[config.mk]
export PLATFORM = sky130hd
export DESIGN_NAME = exec_stage_mc
export DESIGN_NICKNAME = d
export VERILOG_FILES = /design/src/rtl/exec_pkg.sv /design/src/rtl/operand_fwd.sv /design/src/rtl/exec_stage_mc.sv
export SDC_FILE = /design/constraint.sdc
export NUM_CORES = 1
export LEC_CHECK = 0
export CORE_AREA = 2 2 229 231
export CTS_CLUSTER_SIZE = 30
export DETAILED_ROUTE_END_ITERATION = 8
export DIE_AREA = 0 0 231 233
export MAX_ROUTING_LAYER = met4
export PLACE_DENSITY = 0.49
export RECOVER_POWER = 50
export SLEW_MARGIN = 20
export SYNTH_ARGS = -nofsm -noshare
export SYNTH_HDL_FRONTEND = slang
export SYNTH_HIERARCHICAL = 1
export SYNTH_SLANG_ARGS = --single-unit
[constraint.sdc]
create_clock -name clk -period 6.93 [get_ports clk]
set_input_delay 1.0395 -clock clk [delete_from_list [all_inputs] [get_ports clk]]
set_output_delay 1.0395 -clock clk [all_outputs]
set_load 0.02 [all_outputs]
[src/rtl/exec_pkg.sv]
// Shared types and constants for the execute stage and its operand resolvers.
// Latency: n/a (declarations only).
// Backpressure: n/a.
package exec_pkg;

    // Multi-cycle sequencing: IDLE accepts ops, ISSUE holds a request,
    // WAIT expects the response, DRAIN swallows the response of a flushed op.
    typedef enum logic [1:0] {
        ST_IDLE  = 2'd0,
        ST_ISSUE = 2'd1,
        ST_WAIT  = 2'd2,
        ST_DRAIN = 2'd3
    } state_e;

    // id_unit value that selects the external single-cycle ALU
    localparam int UNIT_ALU = 0;

    // Architectural zero register (reads 0 in both int and float classes)
    localparam int REG_ZERO = 0;

endpackage

[src/rtl/operand_fwd.sv]
// Resolves one source operand: zero register, own EX result, forward sources, regfile.
// Latency: combinational.
// Backpressure: none; pure function of its inputs.
// Ports: addr_i/is_f_i (operand address + class), ex_* (own EX register),
//        fwd_* (NFWD packed forward sources, index 0 highest priority),
//        rf_data_i (register-file read), data_o (resolved value).
module operand_fwd
    import exec_pkg::*;
#(
    parameter int XLEN  = 32,
    parameter int RADDR = 5,
    parameter int NFWD  = 2
) (
    input  logic [RADDR-1:0]      addr_i,
    input  logic                  is_f_i,
    input  logic                  ex_hit_i,
    input  logic [RADDR-1:0]      ex_rd_i,
    input  logic                  ex_rd_f_i,
    input  logic [XLEN-1:0]       ex_data_i,
    input  logic [NFWD-1:0]       fwd_valid_i,
    input  logic [NFWD-1:0]       fwd_f_i,
    input  logic [NFWD*RADDR-1:0] fwd_rd_i,
    input  logic [NFWD*XLEN-1:0]  fwd_data_i,
    input  logic [XLEN-1:0]       rf_data_i,
    output logic [XLEN-1:0]       data_o
);

    always_comb begin
        data_o = rf_data_i;
        // Walk from lowest to highest priority so index 0 is applied last and wins.
        for (int i = NFWD - 1; i >= 0; i--) begin
            if (fwd_valid_i[i] && (fwd_f_i[i] == is_f_i) &&
                (fwd_rd_i[i*RADDR +: RADDR] == addr_i)) begin
                data_o = fwd_data_i[i*XLEN +: XLEN];
            end
        end
        if (ex_hit_i && (ex_rd_f_i == is_f_i) && (ex_rd_i == addr_i)) begin
            data_o = ex_data_i;
        end
        // Register 0 is hardwired in both classes, regardless of any writer.
        if (addr_i == RADDR'(REG_ZERO)) begin
            data_o = '0;
        end
    end

endmodule

[src/rtl/exec_stage_mc.sv]
// Execute stage: forwarded operands, single-cycle ALU path, multi-cycle unit dispatch, EX/MEM register.
// Latency: ALU ops 1 cycle; multi-cycle ops 1 + unit accept + unit response cycles.
// Backpressure: busy holds decode while a unit op is outstanding; drops in the response cycle.
// Ports: id_* (decode slot), rs*_data (regfile), fwd_* (later-stage forwards),
//        alu_* (external combinational ALU), mc_* (unit request/response),
//        busy (decode hold), ex_* (EX/MEM pipeline register).
module exec_stage_mc
    import exec_pkg::*;
#(
    parameter  int XLEN  = 32,
    parameter  int RADDR = 5,
    parameter  int NFWD  = 2,
    parameter  int NUNIT = 2,
    parameter  int CTLW  = 5,
    localparam int UW    = $clog2(NUNIT + 1)
) (
    input  logic                   clk,
    input  logic                   rst,
    input  logic                   stall,
    input  logic                   id_valid,
    input  logic [CTLW-1:0]        id_ctl,
    input  logic [UW-1:0]          id_unit,
    input  logic [XLEN-1:0]        id_imm,
    input  logic [XLEN-1:0]        id_pc,
    input  logic                   id_src_imm,
    input  logic                   id_src_pc,
    input  logic [RADDR-1:0]       id_rs1,
    input  logic [RADDR-1:0]       id_rs2,
    input  logic [RADDR-1:0]       id_rd,
    input  logic                   id_rs1_f,
    input  logic                   id_rs2_f,
    input  logic                   id_rd_f,
    input  logic                   id_reg_write,
    input  logic                   id_mem_read,
    input  logic                   id_mem_write,
    input  logic [XLEN-1:0]        rs1_data,
    input  logic [XLEN-1:0]        rs2_data,
    input  logic [NFWD-1:0]        fwd_valid,
    input  logic [NFWD-1:0]        fwd_f,
    input  logic [NFWD*RADDR-1:0]  fwd_rd,
    input  logic [NFWD*XLEN-1:0]   fwd_data,
    output logic [XLEN-1:0]        alu_a,
    output logic [XLEN-1:0]        alu_b,
    output logic [CTLW-1:0]        alu_ctl,
    input  logic [XLEN-1:0]        alu_y,
    output logic [NUNIT-1:0]       mc_req_valid,
    input  logic [NUNIT-1:0]       mc_req_ready,
    output logic [CTLW-1:0]        mc_op,
    output logic [XLEN-1:0]        mc_a,
    output logic [XLEN-1:0]        mc_b,
    input  logic [NUNIT-1:0]       mc_resp_valid,
    input  logic [NUNIT*XLEN-1:0]  mc_resp_data,
    output logic                   busy,
    output logic                   ex_valid,
    output logic                   ex_reg_write,
    output logic                   ex_rd_f,
    output logic                   ex_mem_read,
    output logic                   ex_mem_write,
    output logic [RADDR-1:0]       ex_rd,
    output logic [XLEN-1:0]        ex_result,
    output logic [XLEN-1:0]        ex_store_data,
    output logic [XLEN-1:0]        ex_pc
);

    state_e            state_q, state_d;
    logic [UW-1:0]     unit_q, unit_d;
    logic [CTLW-1:0]   op_q, op_d;
    logic [XLEN-1:0]   a_q, a_d, b_q, b_d;

    logic              ex_valid_q, ex_reg_write_q, ex_rd_f_q, ex_mem_read_q, ex_mem_write_q;
    logic [RADDR-1:0]  ex_rd_q;
    logic [XLEN-1:0]   ex_result_q, ex_store_data_q, ex_pc_q;

    logic [XLEN-1:0]   rs1_val, rs2_val, src1, src2;
    logic [NUNIT-1:0]  unit_sel;
    logic [XLEN-1:0]   resp_dat;
    logic              resp_hit, req_acc;
    logic              ex_ld;
    logic [XLEN-1:0]   ex_ld_res;

    operand_fwd #(.XLEN(XLEN), .RADDR(RADDR), .NFWD(NFWD)) u_fwd_rs1 (
        .addr_i(id_rs1), .is_f_i(id_rs1_f),
        .ex_hit_i(ex_valid_q && ex_reg_write_q), .ex_rd_i(ex_rd_q), .ex_rd_f_i(ex_rd_f_q),
        .ex_data_i(ex_result_q),
        .fwd_valid_i(fwd_valid), .fwd_f_i(fwd_f), .fwd_rd_i(fwd_rd), .fwd_data_i(fwd_data),
        .rf_data_i(rs1_data), .data_o(rs1_val)
    );

    operand_fwd #(.XLEN(XLEN), .RADDR(RADDR), .NFWD(NFWD)) u_fwd_rs2 (
        .addr_i(id_rs2), .is_f_i(id_rs2_f),
        .ex_hit_i(ex_valid_q && ex_reg_write_q), .ex_rd_i(ex_rd_q), .ex_rd_f_i(ex_rd_f_q),
        .ex_data_i(ex_result_q),
        .fwd_valid_i(fwd_valid), .fwd_f_i(fwd_f), .fwd_rd_i(fwd_rd), .fwd_data_i(fwd_data),
        .rf_data_i(rs2_data), .data_o(rs2_val)
    );

    assign src1    = id_src_pc  ? id_pc  : rs1_val;
    assign src2    = id_src_imm ? id_imm : rs2_val;
    assign alu_a   = src1;
    assign alu_b   = src2;
    assign alu_ctl = id_ctl;

    // Unit k lives on vector bit k-1; an out-of-range unit selects nothing
    // and the op can only leave ISSUE through a flush.
    always_comb begin
        unit_sel = '0;
        resp_dat = '0;
        for (int i = 0; i < NUNIT; i++) begin
            if (unit_q == UW'(i + 1)) begin
                unit_sel[i] = 1'b1;
                resp_dat    = mc_resp_data[i*XLEN +: XLEN];
            end
        end
    end

    assign resp_hit = |(mc_resp_valid & unit_sel);
    assign req_acc  = |(mc_req_ready & unit_sel);

    assign mc_req_valid = (state_q == ST_ISSUE) ? unit_sel : '0;
    assign mc_op        = op_q;
    assign mc_a         = a_q;
    assign mc_b         = b_q;

    assign busy = ((state_q == ST_IDLE) && id_valid && (id_unit != UW'(UNIT_ALU)) && !stall)
                || (state_q == ST_ISSUE) || (state_q == ST_DRAIN)
                || ((state_q == ST_WAIT) && !resp_hit);

    // Next state. Stall never sets ex_ld, so a flush always produces a bubble.
    always_comb begin
        state_d   = state_q;
        unit_d    = unit_q;
        op_d      = op_q;
        a_d       = a_q;
        b_d       = b_q;
        ex_ld     = 1'b0;
        ex_ld_res = '0;
        case (state_q)
            ST_IDLE: begin
                if (id_valid && !stall) begin
                    if (id_unit == UW'(UNIT_ALU)) begin
                        ex_ld     = 1'b1;
                        ex_ld_res = alu_y;
                    end else begin
                        unit_d  = id_unit;
                        op_d    = id_ctl;
                        a_d     = src1;
                        b_d     = src2;
                        state_d = ST_ISSUE;
                    end
                end
            end
            ST_ISSUE: begin
                if (stall)        state_d = ST_IDLE;
                else if (req_acc) state_d = ST_WAIT;
            end
            ST_WAIT: begin
                if (stall) begin
                    state_d = resp_hit ? ST_IDLE : ST_DRAIN;
                end else if (resp_hit) begin
                    // Decode was held by busy, so id_* still describe this op.
                    ex_ld     = 1'b1;
                    ex_ld_res = resp_dat;
                    state_d   = ST_IDLE;
                end
            end
            ST_DRAIN: begin
                if (resp_hit) state_d = ST_IDLE;
            end
            default: state_d = ST_IDLE;
        endcase
    end

    always_ff @(posedge clk) begin
        if (rst) begin
            state_q         <= ST_IDLE;
            unit_q          <= '0;
            op_q            <= '0;
            a_q             <= '0;
            b_q             <= '0;
            ex_valid_q      <= 1'b0;
            ex_reg_write_q  <= 1'b0;
            ex_rd_f_q       <= 1'b0;
            ex_mem_read_q   <= 1'b0;
            ex_mem_write_q  <= 1'b0;
            ex_rd_q         <= '0;
            ex_result_q     <= '0;
            ex_store_data_q <= '0;
            ex_pc_q         <= '0;
        end else begin
            state_q         <= state_d;
            unit_q          <= unit_d;
            op_q            <= op_d;
            a_q             <= a_d;
            b_q             <= b_d;
            // The EX register advances every cycle; anything not loaded is a zeroed bubble.
            ex_valid_q      <= ex_ld;
            ex_reg_write_q  <= ex_ld && id_reg_write;
            ex_rd_f_q       <= ex_ld && id_rd_f;
            ex_mem_read_q   <= ex_ld && id_mem_read;
            ex_mem_write_q  <= ex_ld && id_mem_write;
            ex_rd_q         <= ex_ld ? id_rd   : '0;
            ex_result_q     <= ex_ld_res;
            ex_store_data_q <= ex_ld ? rs2_val : '0;
            ex_pc_q         <= ex_ld ? id_pc   : '0;
        end
    end

    assign ex_valid      = ex_valid_q;
    assign ex_reg_write  = ex_reg_write_q;
    assign ex_rd_f       = ex_rd_f_q;
    assign ex_mem_read   = ex_mem_read_q;
    assign ex_mem_write  = ex_mem_write_q;
    assign ex_rd         = ex_rd_q;
    assign ex_result     = ex_result_q;
    assign ex_store_data = ex_store_data_q;
    assign ex_pc         = ex_pc_q;

endmodule

== Word-level counts from Yosys, hierarchy flattened ==
Cells that the tools add are included.
Cells by class
  equal/unequal tests: 20
  multiplexer cells: 33
  bitwise gates (word level): 4
  reductions and logical operators: 37
Operators with widths (count)
  $mux W32: 16
  $pmux W32 S2: 1
  $eq A5 B5 Y1: 6
  $logic_and A1 B1 Y1: 22
  $mux W2: 8
  $logic_not A5 Y1: 2
  $pmux W2 S4: 1
  $eq A1 B1 Y1: 6
  $eq A2 B2 Y1 const B: 3
  $mux W1: 6
  $reduce_and A3 Y1: 2
  $reduce_or A2 Y1: 3
  $and A2 B2 Y2: 2
  $eq A2 B1 Y1 const B: 2
  $logic_not A2 Y1: 2
  $logic_or A1 B1 Y1: 3
  $ne A3 B3 Y1 const B: 1
  $logic_not A1 Y1: 2
  $ne A2 B1 Y1 const B: 1
  $ne A2 B2 Y1 const B: 1
  $not A1 Y1: 2
  $pmux W1 S2: 1
  $reduce_bool A2 Y1: 1
Word-level totals
  register bits: 179
  output and inout port bits: 247

== Longest topological paths before layout ==
Gate-level depths: netlist of the first run.
  depth in word-level cells: 9
  gate-level depth with buffers: 11
  depth with buffers taken out: 8

== Cells and area by module ==
The synthesis of the first run kept the hierarchy.
Modules (own cells, without submodules)
  exec_stage_mc: instances 1, cells an instance 835, area each 7592.3 um^2, sequential area each 3583.4 um^2
  operand_fwd: instances 2, cells an instance 174, area each 1452.6 um^2, sequential area each 0.0 um^2

== Least setup slack after synthesis of the first run ==
OpenSTA, ideal clock, no wires.
  kind: input -> output
  from: input port id_rs2[1]
  to: output port alu_b[11]
  arrival time: 2795 ps
  data required time: 5890 ps
  slack: 3095 ps
  cell stages on the path: 8
  cells stage by stage: xor2_1 -> or4_4 -> buf_6 -> and2_4 -> buf_6 -> buf_12 -> a221oi_2 -> mux2_1
Between the ends
  longest elaborated chain between the ends: 7
  elaborated cells on any way between the ends: 12
  those cells by class: 3 x eq/ne; 5 x mux; 4 x reduce/logical
Ends and longest elaborated chain
  start: declaration: line exec_stage_mc.sv:28  | input logic [RADDR-1:0] id_rs2,
  $eq A5 B5 Y1: line operand_fwd.sv:33  | (fwd_rd_i[i*RADDR +: RADDR] == addr_i)) begin
  $logic_and A1 B1 Y1: line operand_fwd.sv:32  | if (fwd_valid_i[i] && (fwd_f_i[i] == is_f_i) &&
  $mux W32 (2 in a row): line operand_fwd.sv:32
  $mux W32: line operand_fwd.sv:37  | if (ex_hit_i && (ex_rd_f_i == is_f_i) && (ex_rd_i == addr_i)) begin
  $mux W32 *: line operand_fwd.sv:41  | if (addr_i == RADDR'(REG_ZERO)) begin
  net rs2_val[11]: line exec_stage_mc.sv:74  | logic [XLEN-1:0] rs1_val, rs2_val, src1, src2;
  $mux W32 *: line exec_stage_mc.sv:98  | assign src2 = id_src_imm ? id_imm : rs2_val;
  end: declaration: line exec_stage_mc.sv:43  | output logic [XLEN-1:0] alu_b,
Mark *: on every way through the listed nets, which the timed path passes. The rest lies on a longest branch.

== Worst setup path after layout of the first run ==
  from: input port stall
  to: register ex_result_q[21] (netlist: ex_result[21])
Between the ends
  longest elaborated chain between the ends: 4
  elaborated cells on any way between the ends: 5
  those cells by class: 3 x mux; 2 x reduce/logical
Ends and longest elaborated chain
  start: declaration: line exec_stage_mc.sv:19  | input logic stall,
  $logic_not A1 Y1: line exec_stage_mc.sv:139  | if (id_valid && !stall) begin
  $logic_and A1 B1 Y1: line exec_stage_mc.sv:139
  $mux W32: line exec_stage_mc.sv:139
  $pmux W32 S2 *: line exec_stage_mc.sv:137  | case (state_q)
  end signal: assignment: line exec_stage_mc.sv:202  | ex_result_q <= ex_ld_res;
  end: declaration: line exec_stage_mc.sv:72  | logic [XLEN-1:0] ex_result_q, ex_store_data_q, ex_pc_q;
Every way passes the cells marked *; elsewhere a longest branch is shown, timed or not.
A chain may end at the register's enable or synchronous reset.

==> impl_results.md, run 1 <==
* Total gr overflow at 0
* H-tree levels at 4
* Initial Util at 20.55%
* Min-Delay Path Class: register to register
* # rows at 83
* CP max-delay cell: clkbuf_1
* M1 wire length at 25970 um
* Max Fclk at 0.1623 GHz
* Final TNS setup at 0 ps
* Leakage at 6.496 nW
* Die footprint at 0.05382 mm^2
* VDD IR-drop max at 0.0001725 V
* Layout area overhead at 64.60%
* Final Hold Fails at 0
* Terminus of the critical flop-to-flop path: ex_result[21]$_SDFF_PP0_
* Post-route ant nets at 0
* Mapped Cells at 1183
* Main flop type after synthesis: dfxtp_1
* Vias in the first global route at 11.86k
* Avg Inst Size Synth at 8.874 um^2
* Total global-route track usage at 23.20%
* DRT iter0 DRCs at 619
* Worst-Skew Late Latency at 500 ps
* CP peak stage delay at 1740 ps
* Mapped cell area at 0.01050 mm^2
* Reg2reg start: state_q[0]$_SDFFE_PP0P_
* PortBufs at 586
* Setup Viol. Count Final at 0
* Clock Tree Buf Depth at 2
* Final std cells w/o fill at 2372
* Synth Register Bits at 179
* Hold Path Cell Cnt at 2
* Syn_nets at 1523
* DRT Pass-1 Iters at 5
* Async SR Flop Fraction at 0%
* Synth warnings at 6
* Total power at 3.015 mW
* Sequential-to-total area share from yosys stat at 34.14%
* Final Skew at 11.08 ps
* Largest net degree at the start of global routing at 75
* Slew margin rel. at -189.2%
* Min-delay src: mc_op[0]$_SDFFE_PP0P_
* Gpl congestion at 0.8929
* CTS tree: built
* Via density at 4.821
* CTS sink cnt at 179
* Met3 WL at 4756 um
* Cell count after placement at 2336
* Fin. max-slew vios at 244
* Root Driver: clkbuf_16
* Post-CTS sizing at 0
* Max cap viols at 5
* Final WL at 62310 um
* Critical-path cell list: dlygate4sd3_1 -> nor4b_1 -> clkbuf_1 -> nand2_2 -> buf_4 -> o32ai_1
* Layout Utilization at 33.82%
* Met2 wire len at 30060 um
* R2r worst-path depth at 5
* Routed via count at 11.44k
* RSZ-0062 raised after global routing: false
* Layout fillers at 5373
* Crit path kind: primary input to register
* Status: complete, but fails checks
* Number of synthesized flops with an enable pin at 0
* Startpoint Class: primary input
* Top sig layer: met4
* Clock buffer count from CTS at 17
* Initial antenna violation count at 8
* Violated checks: max-capacitance violations, max-slew violations
* Post-CTS Hold Fix Bufs at 0
* Core ar. at 0.05109 mm^2
* Post-synth cell types at 48
* Die Span Y at 233 um
* Delay-heaviest family, CP: buffers and inverters
* Share of cells above drive strength 1 at 12.68%
* Post-route clock period utilization at 88.92%
* Setup Fix Bufs, Post-CTS at 0
* DRC Markers at 0
* Final #Nets at 2015
* Crit Path Max Fanout at 65
* Worst slew pin tran at 4339 ps
* Dpl cell area at 0.01666 mm^2
* Clk slew on worst S/H paths at 80 ps
* Wire length per cell at 26.27 um
* Hold EP: mc_op[0]$_SDFFE_PP0P_
* Design area at 0.01728 mm^2
* Worst path bufs/invs at 3
* Pwr/cell area at 174.5 mW/mm^2
* DPL Wire Length at 45410 um
* Fin crit period at 6162 ps
* Critical Path RT at 7310 ps
* Die Width at 231 um
* Arr. time, crit path at 6540 ps
* Critical path origin: stall
* R2r setup slk at 1430 ps
* First-pass GRT wire length at 86190 um
* # IOs at 587
* Crit end category: register
-- flip-flops by register name, indices dropped and copies added (netlist names) --
signal	cells
ex_mem_read	1
state_q	2
ex_rd	5
unit_q	2
ex_reg_write	1
ex_mem_write	1
mc_b	32
ex_store_data	32
ex_rd_f	1
mc_op	5
ex_pc	32
ex_valid	1
mc_a	32
ex_result	32
-- area by class of cell --
class                      instances  area, um^2  area share [%]
antenna                            4       10.01         0.05793
clock buffer                      18       429.2           2.484
clock inverter                    14       215.2           1.245
inverter                          69       259.0           1.499
multi-input combinational        801        5919           34.26
sequential                       179        3583           20.74
tap                              680       850.8           4.924
timing repair buffer             607        6012           34.79
-- per-layer routing --
layer  track usage [%]  vias up
met5                 -        -
met4             7.399        0
met3             6.495       81
met2             38.22      530
met1             27.29     5523
li1                  -     5301
-- how the worst max path moves through the flow --
stage	endpoint	slack (ps)	depth (start not counted)
3_5_place_dp	alu_a[20]	1040	8
4_1_cts	alu_a[20]	1030	9
2_1_floorplan	alu_b[11]	3100	8
6_report	ex_result[21]$_SDFF_PP0_	770	6
3_3_place_gp	alu_a[20]	1060	9
5_1_grt	ex_result[21]$_SDFF_PP0_	560	6
-- cells in the final DEF, fill, tap and decap left out, types with 3 or more instances in the layout --
cell type,n
a21oi_1,147
a221oi_1,5
a221oi_2,60
a22oi_1,30
and3b_1,8
buf_4,18
bufinv_16,4
clkbuf_1,4
clkbuf_16,17
clkdlybuf4s50_1,400
dfxtp_1,179
diode_2,4
dlygate4sd3_1,183
inv_1,69
inv_6,3
inv_8,4
mux2_1,16
mux2_2,48
mux2i_1,64
nand2_1,105
nand2_2,3
nand3_1,8
nand4_1,6
nor2_1,3
nor3_1,96
nor3_2,34
o21ai_0,69
o32ai_1,30
xnor2_1,18
xor2_1,18
-- cells by family (layout without fill, tap and decap cells) --
kind of cell	count (synthesis)	in the layout	share of synthesized area [%]
AND/OR/NAND/NOR	284	284	15.14
multiplexers	128	128	12.97
other	0	4	0
buffers and inverters	203	708	9.786
XOR/XNOR	36	36	3.004
flip-flops	179	179	34.14
AO/OA/AOI/OAI	353	353	24.97
-- cell usage after synthesis, types with 5 or more instances --
| cell | count | share of area, % |
|---|---|---|
| buf_4 | 6 | 0.43 |
| a21oi_1 | 147 | 7.0 |
| o21ai_0 | 65 | 3.1 |
| mux2_2 | 48 | 5.1 |
| nand3_1 | 8 | 0.38 |
| buf_12 | 6 | 1.1 |
| nor2_1 | 5 | 0.18 |
| nor3_2 | 34 | 3.2 |
| mux2i_1 | 64 | 6.1 |
| dfxtp_1 | 179 | 34 |
| o21ai_1 | 6 | 0.29 |
| buf_6 | 12 | 1.3 |
| nor3_1 | 96 | 4.6 |
| clkbuf_1 | 64 | 2.3 |
| a22oi_1 | 30 | 2.1 |
| a221oi_2 | 60 | 8.6 |
| xor2_1 | 18 | 1.5 |
| nand2_1 | 108 | 3.9 |
| nand4_1 | 6 | 0.36 |
| mux2_1 | 16 | 1.7 |
| and3b_1 | 8 | 0.67 |
| o32ai_1 | 30 | 2.5 |
| inv_1 | 69 | 2.5 |
| buf_2 | 43 | 2.1 |
| a221oi_1 | 5 | 0.42 |
| xnor2_1 | 18 | 1.5 |
-- stage by stage --
| stage | worst slack (ps) | hold WS [ps] |
|---|---|---|
| floorplan | 3095 | 553.6 |
| global placement | 1065 | 463.3 |
| detailed placement | 1041 | 473.5 |
| CTS | 1035 | 484.4 |
| global route | 564.3 | 499.7 |
| finish | 767.9 | 473.5 |
-- worst min-delay path, delay by kind of cell (launching register included) --
family | cells | cell delay, ps
flip-flops | 1 | 310
AO/OA/AOI/OAI | 2 | 120
-- where the power goes --
part	total, mW	internal (mW)	switching [mW]	leakage [nW]
combinational	0.809	0.393	0.416	4.73
clock	1.12	0.617	0.507	0.309
sequential	1.08	1.06	0.0202	1.45
total	3.01	2.07	0.943	6.50
No activity file was read; power rests on OpenSTA's default activity.
==> run 2: changes to the inputs <==
--- a/config.mk
+++ b/config.mk
@@ -5,14 +5,14 @@
 export SDC_FILE = /design/constraint.sdc
 export NUM_CORES = 1
 export LEC_CHECK = 0
-export CORE_AREA = 2 2 229 231
+export ABC_AREA = 1
+export CORE_AREA = 2 2 226 228
 export CTS_CLUSTER_SIZE = 30
 export DETAILED_ROUTE_END_ITERATION = 8
-export DIE_AREA = 0 0 231 233
+export DIE_AREA = 0 0 228 230
 export MAX_ROUTING_LAYER = met4
-export PLACE_DENSITY = 0.49
+export PLACE_DENSITY = 0.54
 export RECOVER_POWER = 50
-export SLEW_MARGIN = 20
 export SYNTH_ARGS = -nofsm -noshare
 export SYNTH_HDL_FRONTEND = slang
 export SYNTH_HIERARCHICAL = 1
==> impl_results.md, run 2 <==
* PortBufs at 586
* Commonest non-fill, non-tap cell in the layout: clkdlybuf4s50_1
* Synth Area in XOR/XNOR at 0.2839%
* Post-route clock period utilization at 89.79%
* Setup Fix Bufs, Post-CTS at 0
* # IOs at 587
* Setup Viol. Count Final at 0
* Sequential-to-total area share from yosys stat at 29.03%
* Wire length per cell at 21.04 um
* Post-CTS Hold Fix Bufs at 0
* Startpoint Class: register
* Most frequent cell after synthesis: nand2_1
* First-pass GRT wire length at 92640 um
* Post-synth cell types at 28
* Total gr overflow at 0
* Pwr/cell area at 155.8 mW/mm^2
* Min-Delay Path Class: register to register
* M2 GR Usage at 39.41%
* Gpl congestion at 0.8864
* Main flop type after synthesis: dfxtp_1
* Post-CTS sizing at 0
* Max Fclk at 0.1607 GHz
* Worst setup path endpoint: ex_pc[2]$_SDFF_PP0_
* Initial Util at 24.75%
* Critical Path RT at 7270 ps
* Final TNS setup at 0 ps
* # rows at 82
* Crit end category: register
* Clock buffer count from CTS at 17
* Routing usage on met1 at 30.59%
* Met3 usage at 5.035%
* Simple-Gate Fraction of Synth Area at 40.20%
* Largest net degree at the start of global routing at 74
* Arr. time, crit path at 6570 ps
* Busiest grt layer: met2
* Mapped Cells at 1854
* Post-Synth Adder-Cell Area at 0%
* DRT iter0 DRCs at 1085
* Mapped cell area at 0.01234 mm^2
* Core ar. at 0.04986 mm^2
* VDD IR-drop max at 0.0001611 V
* Largest family of logic cells by synthesized area: simple AND/OR/NAND/NOR gates
* Worst-Skew Late Latency at 490 ps
* DRT Pass-1 Iters at 7
* Post-Place Worst Slack at 1176 ps
* Share of cells above drive strength 1 at 14.29%
* Design area at 0.01911 mm^2
* Post-synthesis mux area share at 0%
* Total power at 2.977 mW
* Die Span Y at 230 um
* Area share of the largest cell type after synthesis at 29.03%
* Slew margin rel. at -38.04%
* Critical path origin: unit_q[0]$_SDFFE_PP0P_
* Crit path kind: register to register
* Synth warnings at 6
* Worst slew pin tran at 2071 ps
* Clock Tree Buf Depth at 2
* R2r setup slk at 710 ps
* H-tree levels at 4
* Ranking of synthesized cells by area: dfxtp_1, nand2_1, inv_1, a21oi_1, nand3_1
* Synth Register Bits at 179
* Vias in the first global route at 13.83k
* Final std cells w/o fill at 3049
* Cell count after placement at 2999
* Most frequent cells in the layout: clkdlybuf4s50_1, nand2_1, inv_1
* Final Skew at 17.86 ps
* Initial antenna violation count at 18
* Final WS setup at 707.8 ps
* Fin crit period at 6222 ps
* Root Driver: clkbuf_16
* Dpl cell area at 0.01844 mm^2
* Final Hold Fails at 0
* DRC Markers at 0
* Final #Nets at 2686
* Routed via count at 14.04k
* Max cap viols at 2
* Leakage at 8.704 nW
* Final WL at 64150 um
* Die Width at 228 um
* Crit Path Max Fanout at 44
* Cell taking the most area after synthesis: dfxtp_1
* Clk slew on worst S/H paths at 90 ps
* DPL Wire Length at 50470 um
* Number of synthesized flops with an enable pin at 0
* R2r worst-path depth at 9
* Reg2reg start: unit_q[0]$_SDFFE_PP0P_
* Via density at 4.605
* Async SR Flop Fraction at 0%
* Post-synthesis compound-gate area fraction at 14.15%
* Violated checks: max-capacitance violations, max-slew violations
* Fin. max-slew vios at 55
* Syn_nets at 2194
* RSZ-0062 raised after global routing: false
* CTS tree: built
* CTS sink cnt at 179
* Post-route ant nets at 0
* Layout area overhead at 54.83%
* Layout fillers at 5436
* Post-synth top cells: nand2_1, inv_1, a21oi_1, nand3_1, dfxtp_1
* Total global-route track usage at 24.59%
* Avg Inst Size Synth at 6.657 um^2
* Status: complete, but fails checks
* Die footprint at 0.05244 mm^2
* Terminus of the critical flop-to-flop path: ex_pc[2]$_SDFF_PP0_
-- run 2: cell count changes after synthesis, moves of 62 or more --
cell | previous run | this run
nand3_1 | 8 | 180
inv_1 | 69 | 303
nand2_1 | 108 | 392
nand3_2 | 0 | 62
nand2_2 | 0 | 64
mux2i_1 | 64 | 0
nor2_4 | 0 | 68
nor3_1 | 96 | 4
nor2_1 | 5 | 68
-- run 2: metal layers --
layer  share of wire [%]  up-vias
li1                    -     6864
met1                  44     6519
met2                  48      593
met3                 6.2       65
met4                 2.3        0
met5                   0        -
-- run 2: stage by stage --
| stage | utilization [%] | hold WS, ps |
|---|---|---|
| floorplan | - | 536.9 |
| global placement | 36.97 | 448.8 |
| detailed placement | 36.97 | 452.3 |
| CTS | 38.26 | 464.0 |
| global route | 38.32 | 477.9 |
| finish | 38.32 | 456.8 |
-- run 2: worst min path at each step --
| stage | endpoint | cells past startpoint | start |
|---|---|---|---|
| 2_1_floorplan | mc_b[17]$_SDFFE_PP0P_ | 2 | mc_b[17]$_SDFFE_PP0P_ |
| 3_3_place_gp | mc_a[29]$_SDFFE_PP0P_ | 2 | mc_a[29]$_SDFFE_PP0P_ |
| 3_5_place_dp | mc_a[8]$_SDFFE_PP0P_ | 2 | mc_a[8]$_SDFFE_PP0P_ |
| 4_1_cts | mc_a[8]$_SDFFE_PP0P_ | 2 | mc_a[8]$_SDFFE_PP0P_ |
| 5_1_grt | mc_a[12]$_SDFFE_PP0P_ | 2 | mc_a[12]$_SDFFE_PP0P_ |
| 6_report | mc_op[4]$_SDFFE_PP0P_ | 2 | mc_op[4]$_SDFFE_PP0P_ |
-- run 2: cell type report --
type	count	area (um^2)	area share, %
flip-flops and latches	179	3583	18.75
multi-input cells	1217	6768	35.42
repair buffers	609	6022	31.52
diodes	18	45.04	0.2357
well taps	672	840.8	4.400
clock inverters	15	215.2	1.126
inverters	322	1209	6.325
clock buffers	17	425.4	2.226
-- run 2: kinds of logic (layout without fill, tap and decap cells) --
kind of cell | Yosys count | count (layout)
AND/OR/NAND/NOR | 910 | 910
other | 0 | 18
flip-flops | 179 | 179
AO/OA/AOI/OAI | 303 | 303
buffers and inverters | 458 | 963
XOR/XNOR | 4 | 4
-- run 2: critical path: stages (launching register included) --
cell      delay, ps
dfxtp_1         320
clkbuf_1       1470
inv_1          1290
nand3_2         290
nand2_1         790
nand2_1         240
nand2_1         160
nand2_8         540
buf_4           780
nor2_1           90
-- run 2: where the power goes --
part / switching [mW] / internal [mW] / total [mW]
Clock: 0.510 / 0.584 / 1.09
Sequential: 0.0144 / 1.05 / 1.07
Combinational: 0.452 / 0.362 / 0.814
